`config.mk`:
```
export PLATFORM = sky130hd
export DESIGN_NAME = lmsm_sequencer
export DESIGN_NICKNAME = d
export VERILOG_FILES = /design/src/rtl/rv_pipe_pkg.sv /design/src/rtl/prio_enc8.sv /design/src/rtl/lmsm_sequencer.sv
export SDC_FILE = /design/constraint.sdc
export NUM_CORES = 1
export LEC_CHECK = 0
export CORE_UTILIZATION = 49
export CTS_CLUSTER_DIAMETER = 30
export DETAILED_ROUTE_END_ITERATION = 10
export GPL_TIMING_DRIVEN = 0
export HOLD_SLACK_MARGIN = 0.06
export PLACE_DENSITY = 0.84
export RECOVER_POWER = 50
export SLEW_MARGIN = 20
export SYNTH_ARGS = -nofsm -noshare
export SYNTH_HDL_FRONTEND = slang
export SYNTH_SLANG_ARGS = --single-unit
```
`constraint.sdc`:
```
create_clock -name clk -period 4.2 [get_ports clk]
set_clock_uncertainty 0.15 [all_clocks]
set_input_delay 0.84 -clock clk [delete_from_list [all_inputs] [get_ports clk]]
set_output_delay 0.84 -clock clk [all_outputs]
set_load 0.02 [all_outputs]
```
`src/rtl/rv_pipe_pkg.sv`:
```
// ============================================================================
// Module      : rv_pipe_pkg
// Description : Shared opcode, list and sizing constants for the pipe control.
// Revision    : 1.0
// ============================================================================
`default_nettype none

package rv_pipe_pkg;

  localparam int REG_W = 3;
  localparam int NREGS = 8;
  localparam int OPC_W = 4;

  localparam logic [3:0] OPC_LM = 4'b1100;
  localparam logic [3:0] OPC_SM = 4'b1101;
  localparam logic [3:0] OPC_LA = 4'b1110;
  localparam logic [3:0] OPC_SA = 4'b1111;

  // LA/SA move R0..R6 only; R7 is the PC.
  localparam logic [7:0] LA_SA_LIST = 8'h7F;

  localparam logic [0:0] ST_IDLE = 1'b0;
  localparam logic [0:0] ST_SEQ  = 1'b1;

endpackage

`default_nettype wire

```
`src/rtl/prio_enc8.sv`:
```
// ============================================================================
// Module      : prio_enc8
// Description : Lowest-set-bit encoder over 8 bits with any/single-bit flags.
// Revision    : 1.0
// ============================================================================
`default_nettype none

module prio_enc8 (
  input  logic [7:0] vec,
  output logic [2:0] idx,
  output logic       any,
  output logic       onehot_last
);

  // Descending scan so the lowest set bit is written last and wins.
  always_comb begin
    idx = 3'd0;
    for (int i = 7; i >= 0; i--) begin
      if (vec[i]) idx = 3'(i);
    end
  end

  assign any         = |vec;
  assign onehot_last = any & ((vec & (vec - 8'd1)) == 8'd0);

endmodule

`default_nettype wire

```
`src/rtl/lmsm_sequencer.sv`:
```
// ============================================================================
// Module      : lmsm_sequencer
// Description : Expands LM/SM/LA/SA into one single-register micro-op per cycle.
// Revision    : 1.0
// ============================================================================
`default_nettype none

module lmsm_sequencer #(
  parameter int REG_W = rv_pipe_pkg::REG_W,
  parameter int NREGS = rv_pipe_pkg::NREGS,
  parameter int OPC_W = rv_pipe_pkg::OPC_W
) (
  input  logic             clk,
  input  logic             rst_n,
  input  logic             instr_valid,
  input  logic [OPC_W-1:0] instr_opcode,
  input  logic [REG_W-1:0] instr_ra,
  input  logic [NREGS-1:0] instr_list,
  output logic             instr_ready,
  input  logic             stall_in,
  input  logic             flush,
  output logic             uop_valid,
  output logic             uop_is_load,
  output logic [REG_W-1:0] uop_k,
  output logic [REG_W-1:0] uop_base,
  output logic [REG_W-1:0] uop_offset,
  output logic             uop_last,
  output logic             freeze_fetch,
  output logic             busy
);

  import rv_pipe_pkg::*;

  logic [0:0]       state_q,  state_d;
  logic [NREGS-1:0] list_q,   list_d;
  logic [REG_W-1:0] offset_q, offset_d;
  logic [REG_W-1:0] base_q,   base_d;
  logic             load_q,   load_d;

  logic             w_is_lasa;
  logic             w_is_multi;
  logic [NREGS-1:0] w_eff_list;
  logic             w_start;
  logic             w_accept;
  logic [REG_W-1:0] w_idx;
  logic             w_any;
  logic             w_single;

  assign w_is_lasa  = (instr_opcode == OPC_LA) || (instr_opcode == OPC_SA);
  assign w_is_multi = w_is_lasa || (instr_opcode == OPC_LM) || (instr_opcode == OPC_SM);
  assign w_eff_list = w_is_lasa ? LA_SA_LIST : instr_list;
  // An empty effective list is consumed as a NOP, so it never starts a sequence.
  assign w_start    = instr_valid & w_is_multi & (w_eff_list != '0) & ~flush;
  assign w_accept   = (state_q == ST_IDLE) & w_start & ~stall_in;

  prio_enc8 u_enc (
    .vec         (list_q),
    .idx         (w_idx),
    .any         (w_any),
    .onehot_last (w_single)
  );

  always_ff @(posedge clk) begin
    if (!rst_n) begin
      state_q  <= ST_IDLE;
      list_q   <= '0;
      offset_q <= '0;
      base_q   <= '0;
      load_q   <= 1'b0;
    end else begin
      state_q  <= state_d;
      list_q   <= list_d;
      offset_q <= offset_d;
      base_q   <= base_d;
      load_q   <= load_d;
    end
  end

  always_comb begin
    state_d  = state_q;
    list_d   = list_q;
    offset_d = offset_q;
    base_d   = base_q;
    load_d   = load_q;
    case (state_q)
      ST_IDLE: begin
        if (w_accept) begin
          state_d  = ST_SEQ;
          list_d   = w_eff_list;
          offset_d = '0;
          base_d   = instr_ra;
          load_d   = (instr_opcode == OPC_LM) || (instr_opcode == OPC_LA);
        end
      end
      default: begin
        if (flush) begin
          state_d  = ST_IDLE;
          list_d   = '0;
          offset_d = '0;
        end else if (!stall_in) begin
          list_d = list_q & ~(NREGS'(1) << w_idx);
          if (w_single) begin
            state_d  = ST_IDLE;
            offset_d = '0;
          end else begin
            offset_d = offset_q + REG_W'(1);
          end
        end
      end
    endcase
  end

  always_comb begin
    instr_ready  = (state_q == ST_IDLE) & ~stall_in;
    busy         = (state_q == ST_SEQ);
    uop_valid    = busy & w_any;
    uop_k        = w_idx;
    uop_last     = busy & w_single;
    uop_offset   = offset_q;
    uop_base     = base_q;
    uop_is_load  = load_q;
    freeze_fetch = busy | ((state_q == ST_IDLE) & w_start);
  end

endmodule

`default_nettype wire

```
**Yosys cells after proc, flatten, opt, wreduce, memory -nomap -nowiden**

Index checks and enable logic that the tools add are counted.

- Register bits after elaboration: 16
- Latch bits: 0
- Memory bits (writable): 0
- ROM bits: 0
- Input bits: 20
- Output and inout bits: 15
- Word-level logic and storage cells: 62
- Memories: 0

- $add $sub $neg: 2
- Multiply operators: 0
- Divide/modulo/power cells: 0
- Magnitude comparators: 0
- Equality and inequality tests: 5
- Shift operators: 1
- Mux-type cells: 23
- Bitwise gates (word level): 16
- Reduce and logical (&&, ||, !) cells: 10

Operators with widths:

| kind | number |
|---|---|
| 2-to-1 mux 8 bit | 5 |
| 2-to-1 mux 3 bit | 13 |
| bitwise AND 8 bit | 2 |
| equality test 4 bit, second input constant | 4 |
| bitwise AND 1 bit | 9 |
| logical NOT 8 bit | 1 |
| NOT 8 bit | 1 |
| nonzero test 8 bit | 1 |
| OR reduction 8 bit | 1 |
| left shift 1 x 3 -> 8 bit, first input constant | 1 |
| subtractor 8 x 1 -> 8 bit, second input constant | 1 |
| 2-to-1 mux 1 bit | 5 |
| logical OR 1 bit | 4 |
| AND reduction 2 bit | 2 |
| adder 3 x 1 -> 3 bit, second input constant | 1 |
| inequality test 3 bit, second input constant | 1 |
| NOT 1 bit | 3 |
| nonzero test 2 bit | 1 |
| OR 1 bit | 1 |

**Logic depth before layout (Yosys ltp)**

Gate-level depths: netlist of run 1.

- Depth after elaboration: 14
- Depth in mapped cells: 6
- Mapped depth without buffers: 5

**Cells and area by module**

A second synthesis of run 1 with hierarchy kept.

- Cell total of the unflattened synthesis: 131
- Area, all modules: 1069.8 um^2

By module, submodules not included:

| module | instances | cells each | area each (um^2) | seq. area each (um^2) |
|---|---|---|---|---|
| lmsm_sequencer | 1 | 107 | 907.1 | 320.3 |
| prio_enc8 | 1 | 24 | 162.7 | 0.0 |

**Least setup slack after synthesis of run 1**

No wires, ideal clock.

- Kind: flip-flop to output port
- Start point: reg list_q[0]
- End point: out uop_last
- Arrival time: 1771 ps
- Data required time: 3210 ps
- Path slack: 1439 ps
- Cell stages (with the launch flop): 6
- Path buffers: 1
- Cells stage by stage: dfxtp_1 -> buf_6 -> or4_4 -> a2111oi_4 -> nor3_4 -> nor2b_1

- Cells in the longest elaborated chain, start to end: 5
- Elaborated cells on any way between the ends: 6
- Those cells by class: 1 x add/sub; 3 x bitwise; 2 x reduce/logical

Ends and longest elaborated chain:

| item | line | RTL |
|---|---|---|
| from (decl) | lmsm_sequencer.sv:35 | `logic [NREGS-1:0] list_q, list_d;` |
| from (signal assigned) | lmsm_sequencer.sv:72 | `list_q <= list_d;` |
| subtractor 8 x 1 -> 8 bit | prio_enc8.sv:24 | `assign onehot_last = any & ((vec & (vec - 8'd1)) == 8'd0);` |
| bitwise AND 8 bit | prio_enc8.sv:24 |  |
| logical NOT 8 bit | prio_enc8.sv:24 |  |
| bitwise AND 1 bit (*) | prio_enc8.sv:24 |  |
| bitwise AND 1 bit (*) | lmsm_sequencer.sv:118 | `uop_last = busy & w_single;` |
| to (decl) | lmsm_sequencer.sv:27 | `output logic uop_last,` |

Every way passes the cells marked *; elsewhere a longest branch is shown, timed or not.

**Worst setup path in the final report of run 1**

- Start point: in instr_list[6]
- End point: out freeze_fetch

- Cells in the longest elaborated chain, start to end: 6

Ends and longest elaborated chain:

| item | line | RTL |
|---|---|---|
| from (decl) | lmsm_sequencer.sv:18 | `input logic [NREGS-1:0] instr_list,` |
| 2-to-1 mux 8 bit | lmsm_sequencer.sv:51 | `assign w_eff_list = w_is_lasa ? LA_SA_LIST : instr_list;` |
| nonzero test 8 bit | lmsm_sequencer.sv:53 | `assign w_start = instr_valid & w_is_multi & (w_eff_list != '0) & ~flush;` |
| bitwise AND 1 bit (2 in a row) | lmsm_sequencer.sv:53 |  |
| bitwise AND 1 bit | lmsm_sequencer.sv:122 | `freeze_fetch = busy \| ((state_q == ST_IDLE) & w_start);` |
| OR 1 bit | lmsm_sequencer.sv:122 |  |
| to (decl) | lmsm_sequencer.sv:28 | `output logic freeze_fetch,` |

Every way passes these cells.

==> metrics.txt, run 1 <==
placed insts 186; Reg power frac 51.1%; P per Cell Area 206 nW/um2; synth unique cells 49; Pleak 0.557 nW; area occupied by multi-input gates between 600 and 700 um2; fill count approximately 160; Critical Path Slowest Stage Cell dlygate4sd3_1; Buf/Inv on CP 2; Switching Power 83.1 uW; hold_buf cts 0; crit share post-route between 80% and 90%; Post-synth EDFFs 0; placer congestion estimate ~0.9; Storage cell area 320 um2; YS warnings 0; max-slew violation count 0; Detail Placement HPWL 2080 um; Clock Power Share 28.4%; Root Buffer clkbuf_4; WL/cell around 14 um; Core ar. between 2000 and 2500 um2; Synth area leaders dfxtp_1, a21boi_1, nor2b_1; Gate power share 20.5%; Total GRT Usage between 20% and 30%; share of cells above drive strength 1 between 10% and 20%; Die Y 49.0 um; TritonRoute pass-1 iters 6; sequential cell area fraction in the yosys report 29.6%; antenna violations before repair 0; CTS tree yes; crit path max fanout 2; Critical Path RT 3.21 ns; Cell Count, Final, Fillers Out approximately 190; fin area 1480 um2; critical path's top delay family buffers and inverters; I/O Buffers 34; FP Rows 16; Critical Path, Cell by Cell dlygate4sd3_1, nor4_1, a31oi_1, or2_2, clkdlybuf4s50_1; I/O pin count 35; Critical Path Sink Type output pin; clk sink count 16; max cap viols 0; CP Class in -> out; max_slew headroom between 30% and 40%; Placed Area 1460 um2; status complete, no violations; Die Width 49.0 um; sw frac 27.3%; cells after synthesis 125; Synth Register Bits 16; Final TNS setup 0 ns; setup repair bufs after CTS 0; CP arrival 2.75 ns; Final min period 3.74 ns; Setup violations, final 0; Post-Syn Area 1080 um2; vias in the first global route 1023; Fmax 267 MHz; vias per cell 5.89; Starting Density between 50% and 60%; CTS buffer count 3; post-route DRC violation count 0; Bufs on Longest Clock Path 2; area leader, netlist dfxtp_1; ys async rst share 0%; post_cts resized 0; H-tree depth 1; Hold Vio Cnt, Final 0; Slowest Stage Delay on Critical Path roughly 0.57 ns; worst-case vdd ir drop 0.177 mV; total number of vias 1113; Antenna Nets Post-Route 0; RSZ-0062 raised after global routing no; die footprint 2400 um2; Pint between 200 and 250 uW; top cell type's share of synthesized area around 30%; Congestion Overflow GR 0; actual slew at the worst max-slew pin 1.01 ns; syn_nets 146; average cell area after synthesis 8.67 um2; Hold Crit Class reg -> reg; Worst-Skew Late Latency roughly 0.29 ns; Area growth, synth to finish 36.5%; largest net degree at the start of global routing 11; clock-pin slew on the worst setup and hold paths 0.10 ns; Synth Flop Type dfxtp_1; global-route wire length before repair roughly 4600 um; nets 185; DR iter-0 viols 49; Routed WL 2710 um; Setup crit start kind input pin; Inserted Diodes 0
==> kinds of logic (layout without fill, tap and decap cells) <==
family                   count (synthesis)  after routing  share of synthesized area [%]
flip-flops                              16             16                           29.6
adder cells (fa/ha/maj)                  1              1                           1.15
AND/OR/NAND/NOR                         49             49                           28.3
AO/OA/AOI/OAI                           45             45                           30.7
multiplexers                             3              3                           2.77
buffers and inverters                   11             48                           7.51
==> routing by layer <==
layer	up-vias	global-route usage [%]	wire length, um
met1	497	29.9	1240
met5	-	0	0
met2	59	41.2	1240
li1	548	-	-
met3	9	4.98	165
met4	0	12.7	69
==> layout by cell type, fill, tap and decap left out, types with 3 or more instances in the layout <==
| cell type | synthesis | routed |
|---|---|---|
| a21boi_1 | 6 | 6 |
| a21oi_1 | 5 | 5 |
| clkbuf_1 | 2 | 3 |
| clkbuf_4 | 0 | 3 |
| clkdlybuf4s50_1 | 0 | 25 |
| dfxtp_1 | 16 | 16 |
| dlygate4sd3_1 | 0 | 9 |
| inv_1 | 4 | 4 |
| mux2i_1 | 3 | 3 |
| nand2_1 | 4 | 4 |
| nand3_1 | 3 | 3 |
| nor2_1 | 11 | 11 |
| nor2b_1 | 7 | 7 |
| nor4_1 | 4 | 4 |
| o21a_1 | 3 | 3 |
| o21ai_0 | 8 | 9 |
| o21ai_1 | 6 | 5 |
| or2b_2 | 3 | 3 |
==> state kept, by name (all words and copies together) (netlist names) <==
| register | flops |
|---|---|
| busy | 1 |
| list_q | 8 |
| uop_base | 3 |
| uop_is_load | 1 |
| uop_offset | 3 |
==> synthesized netlist by cell type, drive strengths merged, types with 3 or more instances <==
library cell and number:
nand2 4, nor3 3, a21oi 5, nand3 3, inv 5, or2b 3, buf 3, nor2b 7
o21ai 14, nor4 4, dfxtp 16, mux2i 3, nor2 11, a21boi 7, o21a 3
==> area by class of cell <==
| class | count | area share [%] |
|---|---|---|
| Buffer | 6 | 4.15 |
| Tap cell | 27 | 2.28 |
| Timing Repair Buffer | 34 | 23.0 |
| Inverter | 5 | 1.27 |
| Multi-Input combinational cell | 98 | 46.1 |
| Clock buffer | 3 | 1.52 |
| Sequential cell | 16 | 21.7 |
==> final timing paths <==
check	startpoint	end	slack [ns]	cells past startpoint
worst max register to register	list_q[0]	uop_offset[0]	2.09	6
worst min-delay path	uop_is_load	uop_is_load	0.30	2
worst max-delay path	instr_list[6]	freeze_fetch	0.46	5
worst min register to register	uop_is_load	uop_is_load	0.30	2
==> metrics by stage <==
step | worst slack [ns] | power, mW | hold WS [ns] | util (%)
6_report | 0.456 | 0.304 | 0.301 | 73.1
5_1_grt | 0.302 | 0.314 | 0.337 | 73.1
4_1_cts | 0.574 | 0.304 | 0.307 | 73.2
3_5_place_dp | 0.579 | 0.221 | 0.296 | 72.1
3_3_place_gp | 0.581 | 0.220 | 0.292 | 72.1
2_1_floorplan | 1.44 | 0.188 | 0.355 | -
==> power groups by stage <==
stage / Sequential, mW / Clock, mW / Combinational, mW
3_5_place_dp: 0.159 / 0 / 0.0622
5_1_grt: 0.156 / 0.0912 / 0.0669
3_3_place_gp: 0.159 / 0 / 0.0612
2_1_floorplan: 0.159 / 0 / 0.0290
4_1_cts: 0.155 / 0.0857 / 0.0625
6_report: 0.155 / 0.0862 / 0.0623
==> worst register-to-register path, stage by stage, from the launching register on <==
cell and delay, ns:
dfxtp_1 0.32, buf_6 0.13, or4_4 0.55, a2111oi_4 0.40, nor3_4 0.12, a22oi_1 0.24
nor2b_1 0.09
No activity file was read; power rests on OpenSTA's default activity.
==> inputs of run 2 (changes only) <==
--- a/config.mk
+++ b/config.mk
@@ -8,9 +8,10 @@
 export CORE_UTILIZATION = 49
 export CTS_CLUSTER_DIAMETER = 30
 export DETAILED_ROUTE_END_ITERATION = 10
+export GPL_ROUTABILITY_DRIVEN = 1
 export GPL_TIMING_DRIVEN = 0
 export HOLD_SLACK_MARGIN = 0.06
-export PLACE_DENSITY = 0.84
+export PLACE_DENSITY = 0.93
 export RECOVER_POWER = 50
 export SLEW_MARGIN = 20
 export SYNTH_ARGS = -nofsm -noshare
==> run 2 against run 1 <==
Combinational power up 1%. Via count up 2.2%. Global-route usage up 0.64 points. Setup slack worse by 0.019 ns. Cell count up 0.53%. Count of clock-buffer cells in the layout up 1. Hold slack better by 0.021 ns. Fmax down 0.50%. Die area unchanged. Design area up 0.93%. Critical path depth unchanged. Largest cell class unchanged.
==> metrics.txt, run 2 (synthesis results as in run 1) <==
status complete, no violations; RSZ-0062 raised after global routing no; max reg flops 8; area occupied by multi-input gates 682 um2; global-route wire length before repair 4760 um; WL/cell 15.1 um; DR iter-0 viols 40; Final min period 3.76 ns; placer congestion estimate 0.842; worst hold margin 0.322 ns; Total GRT Usage between 20% and 30%; max-slew violation count 0; Gate power share about a fifth; antenna violations before repair 0; worst-case vdd ir drop 0.170 mV; TritonRoute pass-1 iters 5; largest net degree at the start of global routing 11; Area growth, synth to finish 37.8%; vias in the first global route 1090; actual slew at the worst max-slew pin 0.998 ns; fill count 155; share of cells above drive strength 1 approximately 13%; post-route DRC violation count 0; H-tree depth 1; sw frac 25.4%; clk sink count 16; Detail Placement HPWL 2200 um; clock-pin slew on the worst setup and hold paths 0.10 ns; Setup crit start kind input pin; total power draw 322 uW; Critical Path Sink Type output pin; most frequent cells in the layout clkdlybuf4s50_1, dfxtp_1, nor2_1; Antenna Nets Post-Route 0; max_slew headroom 32.8%; Bufs on Longest Clock Path 2; I/O Buffers 34; P per Cell Area 216 nW/um2; Die Width 49.0 um; total number of vias 1137; FP Rows 16; Inserted Diodes 0; Critical Path RT 3.21 ns; die footprint 2400 um2; Clock Power Share approximately a third; Hold Vio Cnt, Final 0; Starting Density a little over half; nets 185; CTS buffer count 3; Cell Count, Final, Fillers Out 190; Routed WL 2870 um; Worst-Skew Late Latency between 0.2 and 0.3 ns; Storage cell area 320 um2; CP Class in -> out; Root Buffer clkbuf_4; Reg power frac 48.3%; Die Y around 50 um; Core ar. between 2000 and 2500 um2; Pleak 0.564 nW; Setup violations, final 0; placed insts 186; crit path max fanout 2; Switching Power 81.8 uW; most flop-heavy register list_q; Fmax 266 MHz; Congestion Overflow GR 0; max cap viols 0; post_cts resized 0; hold_buf cts 0; CTS tree yes; setup repair bufs after CTS 0; CP arrival 2.77 ns; Pint 240 uW; vias per cell about 6.0; Final TNS setup 0 ns; crit share post-route 89.6%; I/O pin count 35; Hold Crit Class reg -> reg; most common cell after layout, fill and taps aside clkdlybuf4s50_1
run 2: cell types whose count changed in the layout (fill, tap and decap cells not counted), sizes merged:
| cell | before | now |
|---|---|---|
| clkbuf | 6 | 7 |
run 2: per-layer routing:
metal | vias up | track usage, % | part of all wire [%]
li1 | 545 | - | -
met1 | 527 | 28.4 | 40
met2 | 57 | 47.2 | 52
met3 | 8 | 3.74 | 6.0
met4 | 0 | 10.3 | 2.1
met5 | - | 0 | 0
run 2: worst max-delay path, stage by stage:
cell and delay (ns):
dlygate4sd3_1 0.57, nor4_1 0.36, a31oi_1 0.16, or2_2 0.29, clkdlybuf4s50_1 0.54
run 2: power groups by stage:
| stage | clock [mW] | sequential, mW | combinational, mW |
|---|---|---|---|
| after global placement | 0 | 0.159 | 0.0609 |
| after global routing | 0.108 | 0.156 | 0.0671 |
| final | 0.104 | 0.155 | 0.0630 |
| after detailed placement | 0 | 0.159 | 0.0627 |
| after CTS | 0.102 | 0.155 | 0.0633 |
| after floorplan | 0 | 0.159 | 0.0290 |
run 2: final cells by class:
class | instances | share of cell area, %
Timing Repair Buffer | 34 | 22.8
Tap cell | 27 | 2.26
Buffer | 6 | 4.11
Multi-Input combinational cell | 98 | 45.7
Inverter | 5 | 1.26
Sequential cell | 16 | 21.5
Clock buffer | 4 | 2.43
run 2: worst paths after layout:
path | start | to | slack [ns] | cells after the start
max | instr_list[6] | freeze_fetch | 0.44 | 5
min reg2reg | uop_is_load | uop_is_load | 0.32 | 2
max reg2reg | list_q[0] | busy | 2.07 | 6
min | uop_is_load | uop_is_load | 0.32 | 2
run 2: through the flow:
stage	utilization (%)	setup slack (ns)	area [um2]
3_5_place_dp	72.1	0.574	1460
2_1_floorplan	-	1.44	1080
4_1_cts	73.9	0.571	1490
3_3_place_gp	72.1	0.569	1460
6_report	73.8	0.437	1490
5_1_grt	73.8	0.335	1490
